==> config.mk <==
export PLATFORM = sky130hd
export DESIGN_NAME = spectro_frame_engine_flat
export DESIGN_NICKNAME = d
export VERILOG_FILES = /design/src/rtl/spectro_frame_engine_pkg.sv /design/src/rtl/spectro_frame_engine_if.sv /design/src/rtl/spectro_frame_engine_edge_pulse_counter.sv /design/src/rtl/spectro_frame_engine.sv /design/src/flat_wrapper.sv
export SDC_FILE = /design/constraint.sdc
export NUM_CORES = 1
export LEC_CHECK = 0
export CAP_MARGIN = 40
export CORE_MARGIN = 2
export CORE_UTILIZATION = 59
export CTS_CLUSTER_SIZE = 8
export DETAILED_ROUTE_END_ITERATION = 8
export PLACE_DENSITY_LB_ADDON = 0.3
export SLEW_MARGIN = 20
export SYNTH_ARGS = -nofsm -noshare
export SYNTH_HDL_FRONTEND = slang
export SYNTH_HIERARCHICAL = 1
export SYNTH_SLANG_ARGS = --single-unit
==> constraint.sdc <==
create_clock -name clk -period 9.4 [get_ports clk]
set_input_delay 1.88 -clock clk [delete_from_list [all_inputs] [get_ports clk]]
set_output_delay 1.88 -clock clk [all_outputs]
set_load 0.005 [all_outputs]
==> src/rtl/spectro_frame_engine_pkg.sv <==
`default_nettype none
// ============================================================================
// Module      : spectro_pkg
// Description : Shared types and helpers for the spectrogram frame engine:
//               shifter state encoding, word-index width and a ceil-log2
//               helper used to size the tick and bit counters.
// Revision    : 1.0 - initial release
// ============================================================================
package spectro_pkg;

    localparam int WORD_IDX_W = 6;

    typedef enum logic [1:0] {
        IDLE  = 2'd0,
        LOAD  = 2'd1,
        SHIFT = 2'd2,
        GAP   = 2'd3
    } state_t;

    // Ceiling log2; returns 0 for values <= 1.
    function automatic int clog2(input int value);
        int result;
        result = 0;
        for (int i = 0; i < 31; i++) begin
            if ((1 << i) < value) begin
                result = i + 1;
            end
        end
        return result;
    endfunction

endpackage
`default_nettype wire

==> src/rtl/spectro_frame_engine_if.sv <==
`default_nettype none
// ============================================================================
// Module      : spectro_frame_engine_if
// Description : Channel/tick inputs and serial-stream outputs of the frame
//               engine. The master side (comparator front end plus link
//               receiver) drives ch_in/rtc_tick; the slave side (the engine)
//               drives serial_out, frame_sync, word_idx, busy, ovf_global and
//               overrun.
// Revision    : 1.0 - initial release
// ============================================================================
interface spectro_frame_engine_if #(
    parameter int N_CH = 15
);
    logic [N_CH-1:0]                     ch_in;
    logic                                rtc_tick;
    logic                                serial_out;
    logic                                frame_sync;
    logic [spectro_pkg::WORD_IDX_W-1:0]  word_idx;
    logic                                busy;
    logic                                ovf_global;
    logic                                overrun;

    modport master (
        output ch_in, rtc_tick,
        input  serial_out, frame_sync, word_idx, busy, ovf_global, overrun
    );

    modport slave (
        input  ch_in, rtc_tick,
        output serial_out, frame_sync, word_idx, busy, ovf_global, overrun
    );
endinterface
`default_nettype wire

==> src/rtl/spectro_frame_engine_edge_pulse_counter.sv <==
`default_nettype none
// ============================================================================
// Module      : edge_pulse_counter
// Description : One channel: 2-FF synchroniser, rising-edge detect and a
//               saturating counter with a sticky sat flag.
//               Ports: clk, reset (async, active-high), ch_in (async pulse),
//               clr (frame close), count (live count), sat_rise (one cycle
//               when the counter first reaches all-ones).
// Revision    : 1.0 - initial release
// ============================================================================
module edge_pulse_counter #(
    parameter int CNT_W = 12
) (
    input  wire logic             clk,
    input  wire logic             reset,
    input  wire logic             ch_in,
    input  wire logic             clr,
    output logic [CNT_W-1:0]      count,
    output logic                  sat_rise
);
    localparam logic [CNT_W-1:0] C_MAX    = '1;
    localparam logic [CNT_W-1:0] C_MAX_M1 = C_MAX - 1'b1;

    logic [1:0]       r_sync;
    logic             r_prev;
    logic [CNT_W-1:0] r_cnt;
    logic             r_sat;
    logic             r_sat_d;

    logic             w_edge;
    logic             w_inc;
    logic             w_hit;
    logic [CNT_W-1:0] w_base;

    assign w_edge = r_sync[1] & ~r_prev;
    // A clear wins over the old count, but an edge in the clearing cycle
    // still lands in the new frame.
    assign w_base = clr ? '0 : r_cnt;
    assign w_inc  = w_edge && (w_base != C_MAX);
    assign w_hit  = w_inc && (w_base == C_MAX_M1);

    always_ff @(posedge clk or posedge reset) begin
        if (reset) begin
            r_sync  <= '0;
            r_prev  <= 1'b0;
            r_cnt   <= '0;
            r_sat   <= 1'b0;
            r_sat_d <= 1'b0;
        end else begin
            r_sync  <= {r_sync[0], ch_in};
            r_prev  <= r_sync[1];
            r_cnt   <= w_inc ? w_base + 1'b1 : w_base;
            r_sat   <= (r_sat & ~clr) | w_hit;
            r_sat_d <= r_sat & ~clr;
        end
    end

    assign count    = r_cnt;
    assign sat_rise = r_sat & ~r_sat_d;

endmodule
`default_nettype wire

==> src/rtl/spectro_frame_engine.sv <==
`default_nettype none
// ============================================================================
// Module      : spectro_frame_engine
// Description : Pulse-count spectrogram front end. Counts channel edges per
//               frame, closes frames on tick count or channel saturation,
//               snapshots {frame_idx, counts} and streams them MSB-first while
//               live counting continues.
//               Ports: clk, reset (async, active-high), bus (slave modport:
//               ch_in, rtc_tick in; serial_out, frame_sync, word_idx, busy,
//               ovf_global, overrun out).
// Revision    : 1.0 - initial release
// ============================================================================
module spectro_frame_engine
    import spectro_pkg::*;
#(
    parameter int N_CH        = 15,
    parameter int CNT_W       = 12,
    parameter int FRAME_TICKS = 60,
    parameter int SAT_TRIGGER = 1
) (
    input  wire logic              clk,
    input  wire logic              reset,
    spectro_frame_engine_if.slave  bus
);
    localparam int TICK_W = (clog2(FRAME_TICKS) < 1) ? 1 : clog2(FRAME_TICKS);
    localparam int BIT_W  = (clog2(CNT_W) < 1) ? 1 : clog2(CNT_W);
    localparam logic [TICK_W-1:0]     C_LAST_TICK = TICK_W'(FRAME_TICKS - 1);
    localparam logic [BIT_W-1:0]      C_LAST_BIT  = BIT_W'(CNT_W - 1);
    localparam logic [WORD_IDX_W-1:0] C_LAST_WORD = WORD_IDX_W'(N_CH);

    logic [CNT_W-1:0]      w_count [N_CH];
    logic [N_CH-1:0]       w_sat_rise;
    logic                  w_time_close;
    logic                  w_sat_close;
    logic                  w_close;
    logic [CNT_W-1:0]      w_cur_word;

    logic [TICK_W-1:0]     r_tick_cnt;
    logic [CNT_W-1:0]      r_frame_idx;
    logic [CNT_W-1:0]      r_shadow [N_CH+1];
    logic [BIT_W-1:0]      r_bit;
    logic [WORD_IDX_W-1:0] r_word;
    logic                  r_ovf;
    logic                  r_overrun;
    state_t                r_state;
    state_t                w_state_next;

    generate
        for (genvar k = 0; k < N_CH; k++) begin : g_ch
            edge_pulse_counter #(.CNT_W(CNT_W)) u_cnt (
                .clk      (clk),
                .reset    (reset),
                .ch_in    (bus.ch_in[k]),
                .clr      (w_close),
                .count    (w_count[k]),
                .sat_rise (w_sat_rise[k])
            );
        end
    endgenerate

    assign w_time_close = bus.rtc_tick && (r_tick_cnt == C_LAST_TICK);
    assign w_sat_close  = (SAT_TRIGGER != 0) && (|w_sat_rise);
    assign w_close      = w_time_close || w_sat_close;

    always_ff @(posedge clk or posedge reset) begin
        if (reset) begin
            r_tick_cnt <= '0;
        end else if (w_close) begin
            r_tick_cnt <= '0;
        end else if (bus.rtc_tick) begin
            r_tick_cnt <= r_tick_cnt + 1'b1;
        end
    end

    // Frame index and counters advance on every close; the snapshot is only
    // taken when the shifter is free, otherwise the close is reported as an
    // overrun.
    always_ff @(posedge clk or posedge reset) begin
        if (reset) begin
            r_frame_idx <= '0;
            r_ovf       <= 1'b0;
            r_overrun   <= 1'b0;
            for (int i = 0; i <= N_CH; i++) begin
                r_shadow[i] <= '0;
            end
        end else begin
            r_ovf     <= w_sat_close;
            r_overrun <= w_close && (r_state != IDLE);
            if (w_close) begin
                r_frame_idx <= r_frame_idx + 1'b1;
                if (r_state == IDLE) begin
                    r_shadow[0] <= r_frame_idx;
                    for (int i = 0; i < N_CH; i++) begin
                        r_shadow[i+1] <= w_count[i];
                    end
                end
            end
        end
    end

    always_ff @(posedge clk or posedge reset) begin
        if (reset) begin
            r_state <= IDLE;
        end else begin
            r_state <= w_state_next;
        end
    end

    always_ff @(posedge clk or posedge reset) begin
        if (reset) begin
            r_bit  <= '0;
            r_word <= '0;
        end else if (r_state == LOAD) begin
            r_bit  <= '0;
            r_word <= '0;
        end else if (r_state == SHIFT) begin
            if (r_bit == C_LAST_BIT) begin
                r_bit  <= '0;
                r_word <= r_word + 1'b1;
            end else begin
                r_bit <= r_bit + 1'b1;
            end
        end
    end

    always_comb begin
        w_state_next   = r_state;
        w_cur_word     = '0;
        bus.busy       = (r_state != IDLE);
        bus.frame_sync = 1'b0;
        bus.word_idx   = '0;
        bus.serial_out = 1'b0;
        bus.ovf_global = r_ovf;
        bus.overrun    = r_overrun;

        for (int i = 0; i <= N_CH; i++) begin
            if (r_word == WORD_IDX_W'(i)) begin
                w_cur_word = r_shadow[i];
            end
        end

        case (r_state)
            IDLE:  if (w_close) w_state_next = LOAD;
            LOAD:  w_state_next = SHIFT;
            SHIFT: begin
                bus.frame_sync = (r_word == '0) && (r_bit == '0);
                bus.word_idx   = r_word;
                bus.serial_out = w_cur_word[C_LAST_BIT - r_bit];
                if ((r_word == C_LAST_WORD) && (r_bit == C_LAST_BIT)) begin
                    w_state_next = GAP;
                end
            end
            GAP:     w_state_next = IDLE;
            default: w_state_next = IDLE;
        endcase
    end

endmodule
`default_nettype wire

==> src/flat_wrapper.sv <==
// flat-port wrapper written by rule: the top's interface ports become plain ports
module spectro_frame_engine_flat import spectro_pkg::*;
#(
    parameter int N_CH        = 15,
    parameter int CNT_W       = 12,
    parameter int FRAME_TICKS = 60,
    parameter int SAT_TRIGGER = 1
)
  (clk, reset, bus_ch_in, bus_rtc_tick, bus_serial_out, bus_frame_sync, bus_word_idx, bus_busy, bus_ovf_global, bus_overrun);
  spectro_frame_engine_if #(.N_CH(N_CH)) bus_i ();
  input  wire logic clk;
  input  wire logic reset;
  input wire logic [$bits(bus_i.ch_in)-1:0] bus_ch_in;
  input wire logic [$bits(bus_i.rtc_tick)-1:0] bus_rtc_tick;
  output wire logic [$bits(bus_i.serial_out)-1:0] bus_serial_out;
  output wire logic [$bits(bus_i.frame_sync)-1:0] bus_frame_sync;
  output wire logic [$bits(bus_i.word_idx)-1:0] bus_word_idx;
  output wire logic [$bits(bus_i.busy)-1:0] bus_busy;
  output wire logic [$bits(bus_i.ovf_global)-1:0] bus_ovf_global;
  output wire logic [$bits(bus_i.overrun)-1:0] bus_overrun;
  assign bus_i.ch_in = bus_ch_in;
  assign bus_i.rtc_tick = bus_rtc_tick;
  assign bus_serial_out = bus_i.serial_out;
  assign bus_frame_sync = bus_i.frame_sync;
  assign bus_word_idx = bus_i.word_idx;
  assign bus_busy = bus_i.busy;
  assign bus_ovf_global = bus_i.ovf_global;
  assign bus_overrun = bus_i.overrun;
  spectro_frame_engine #(.N_CH(N_CH), .CNT_W(CNT_W), .FRAME_TICKS(FRAME_TICKS), .SAT_TRIGGER(SAT_TRIGGER)) u_core (.clk(clk), .reset(reset), .bus(bus_i));
endmodule
==> metrics <==
status=complete, no violations; sequential share of the synthesized area=0.537; crit-path max FO=14; crit start category=flip-flop; critical setup path kind=flip-flop to primary output; FF/Latch Area=0.0120 mm²; die footprint=0.0394 mm²; Slew headroom=0.423; Most used DFF post-synth=dfrtp_1; Via density=6.49; All-Layer GR Usage=0.318; FF+latch count, synth=479; IO buf count=28; Synthesized Nets=2037; Setup Buffers After CTS=0; WP data required=7.52 ns; Chip Height=199 µm; Async SR Flop Fraction=1.00; min-delay src=u_core/g_ch[2].u_cnt/r_sync[0]$_DFF_PP0_; DR DRC count=0; Fin Hold WS=0.341 ns; synth-to-layout area growth=12.1%; slowest cell on the critical path=nor3b_1; Synth Warn #=6; chip width=199 µm; synth unique cells=77; final worst path period need=6.79 ns; Hold Buf Count CTS=0; GRT Max-Usage Layer=met2; Final Hold Viols=0; post-CTS sizing=0; Final Max Tran Viols=0; worst hold path class=flip-flop to flip-flop; worst path cell trace=inv_1 > ha_1 > buf_6 > nor3b_1 > a22oi_1 > a211o_1 > a22oi_1 > o21ai_1 > a311oi_1 > a311oi_1 > a211oi_2 > clkdlybuf4s50_1; number of placed I/O pins=29; number of enable flip-flop cells after synthesis=0; RSZ-0062 raised after global routing=no; RePlAce Congestion=0.944; Initial Util=0.596; WP data arrival=4.91 ns; power density over cell area=234 mW/mm²; Max Clk Rate=147 MHz; Fin Setup TNS=0 ns; CTS tree=done; clk sinks=479; Max Cap Viol=0; leakage=11.0 nW; clk_lat worst skew=0.58 ns; Routed Antenna Nets=0; Mapped Cells=2006; Post-DP HPWL=43.3 mm; Worst setup EP type=primary output; FF-to-FF Start=u_core/g_ch[6].u_cnt/r_sat$_DFF_PP0_; ratio of final minimum period to clock period=0.722; DRT iter0 DRCs=1142; commonest non-fill, non-tap cell in the layout=dfrtp_1; GR Layer Usage met2=0.528; Pre-Repair DR Iteration Count=5; vias=16700; Final Power=5.86 mW; multi-input logic area=0.00978 mm²; layout cells sized above 1=0.179; hold depth=0; Setup crit start=u_core/r_word[0]$_DFFE_PP0P_; final WL=60.8 mm; first-pass GRT wire length=95.1 mm; M3 GR Usage=0.0514; gr ovfl total=0; R2R depth=11; worst vdd ir=0.356 mV; Max stage delay on crit path=0.69 ns; clk buf depth=3; DR WL/cell=23.6 µm; initial antenna violation count=1; worst slew pin tran=0.862 ns; Root Buffer=clkbuf_16; Synth area leaders=dfrtp_1 (54%), mux2_2 (9.7%), nand2_1 (2.4%), a21oi_1 (2.3%), nor2_1 (2.3%); Worst-path clk slew=0.05 ns; row cnt=71; pin count of the biggest net entering global routing=124; most frequent cells in the layout=dfrtp_1 (479), mux2_2 (192), nand2_1 (139); Yosys top cell area share=0.537; post-synth top area cell=dfrtp_1; layout filler cell count=2865; syn avg cell area=11.1 µm²; vias in the first global route=16300; Final #Nets=2085; met1 usage=0.421; Core Area=0.0375 mm²; clock skew=0.0257 ns; CTS Buf Count=69; Mapped Area=0.0223 mm²; final setup violation count=0; CTS H-tree depth=3
-- path summary, 6_finish.rpt --
check	end	slack, ns
worst max-delay path	bus_serial_out	2.61
max in group asynchronous	u_core/r_shadow[165]$_DFFE_PP0P_	6.79
worst min-delay path	u_core/g_ch[2].u_cnt/r_sync[1]$_DFF_PP0_	0.34
min in group asynchronous	u_core/r_shadow[5]$_DFFE_PP0P_	1.80
worst max register to register	u_core/r_shadow[163]$_DFFE_PP0P_	5.53
worst min register to register	u_core/g_ch[2].u_cnt/r_sync[1]$_DFF_PP0_	0.34
-- state kept, by name (all words and copies together), names as in the netlist, 2 cells and up --
register,count
u_core/r_state,2
u_core/r_tick_cnt,6
u_core/g_ch.u_cnt/r_sync,30
u_core/g_ch.u_cnt/r_sat,15
u_core/g_ch.u_cnt/r_prev,15
u_core/r_bit,4
u_core/g_ch.u_cnt/count,180
u_core/r_frame_idx,12
u_core/r_shadow,192
u_core/r_word,6
u_core/g_ch.u_cnt/r_sat_d,15
-- critical path: cells and delay by family (launching register included) --
kind	cells	cell delay, ns
buffers and inverters	3	0.97
DFF	1	0.43
and+or+nand+nor	1	0.69
adders and majority gates	1	0.50
AOI/OAI and AO/OA	7	1.73
-- logic make-up after synthesis --
kind of cell	Yosys count	synth area share
AO/OA/AOI/OAI	449	0.146
multiplexers	210	0.105
XOR/XNOR	48	0.0188
adder cells (fa/ha/maj)	13	0.00728
AND/OR/NAND/NOR	658	0.161
buffers and inverters	149	0.0264
flip-flops	479	0.537
-- cells in the mapped netlist (all sizes together), types with 6 or more instances --
master,number
nor4,7
mux2i,18
a32oi,7
nand2,140
inv,78
o31ai,33
a31oi,48
nand3,93
a221o,9
a211oi,53
mux2,192
o21a,8
and4b,31
o21ai,57
and4bb,15
or4,18
and3,20
nand4,40
or3b,6
buf,16
o21ba,15
a22oi,8
a21oi,103
a221oi,16
nor2b,35
and2,6
or3,18
ha,13
nor2,141
o22ai,23
nand2b,20
o221ai,10
o211ai,24
nor3,52
dfrtp,479
clkbuf,55
xnor2,44
-- where the power goes --
group	internal [mW]	total [mW]	leakage (nW)	switching (mW)
logic	0.371	1.24	3.67	0.869
clock network	1.31	2.15	0.889	0.839
registers	2.25	2.47	6.48	0.220
total	3.93	5.86	11.0	1.93
-- per-stage QoR --
| step | instances | utilization | instance area (µm²) | worst slack (ns) |
|---|---|---|---|---|
| floorplan | 2006 | - | 22300 | 1.39 |
| global placement | 2485 | 0.616 | 23100 | 3.25 |
| detailed placement | 2491 | 0.619 | 23200 | 3.27 |
| CTS | 2567 | 0.667 | 25000 | 2.62 |
| global route | 2570 | 0.668 | 25100 | 2.35 |
| finish | 2571 | 0.668 | 25100 | 2.61 |
-- per-layer routing --
layer / share of wire / vias up
met1: 0.42 / 8495
met3: 0.053 / 126
met4: 0.039 / 0
li1: - / 7529
met5: 0 / -
met2: 0.49 / 541
-- cell type report --
cell class                 count  share of cell area
sequential                   479               0.478
multi-input combinational   1378               0.391
clock buffer                  71              0.0701
tap                          511              0.0255
timing repair buffer          48              0.0213
inverter                      78              0.0120
clock inverter                 5             0.00205
antenna                        1           0.0000999
Note: power is estimated with default switching activity, not from simulation.
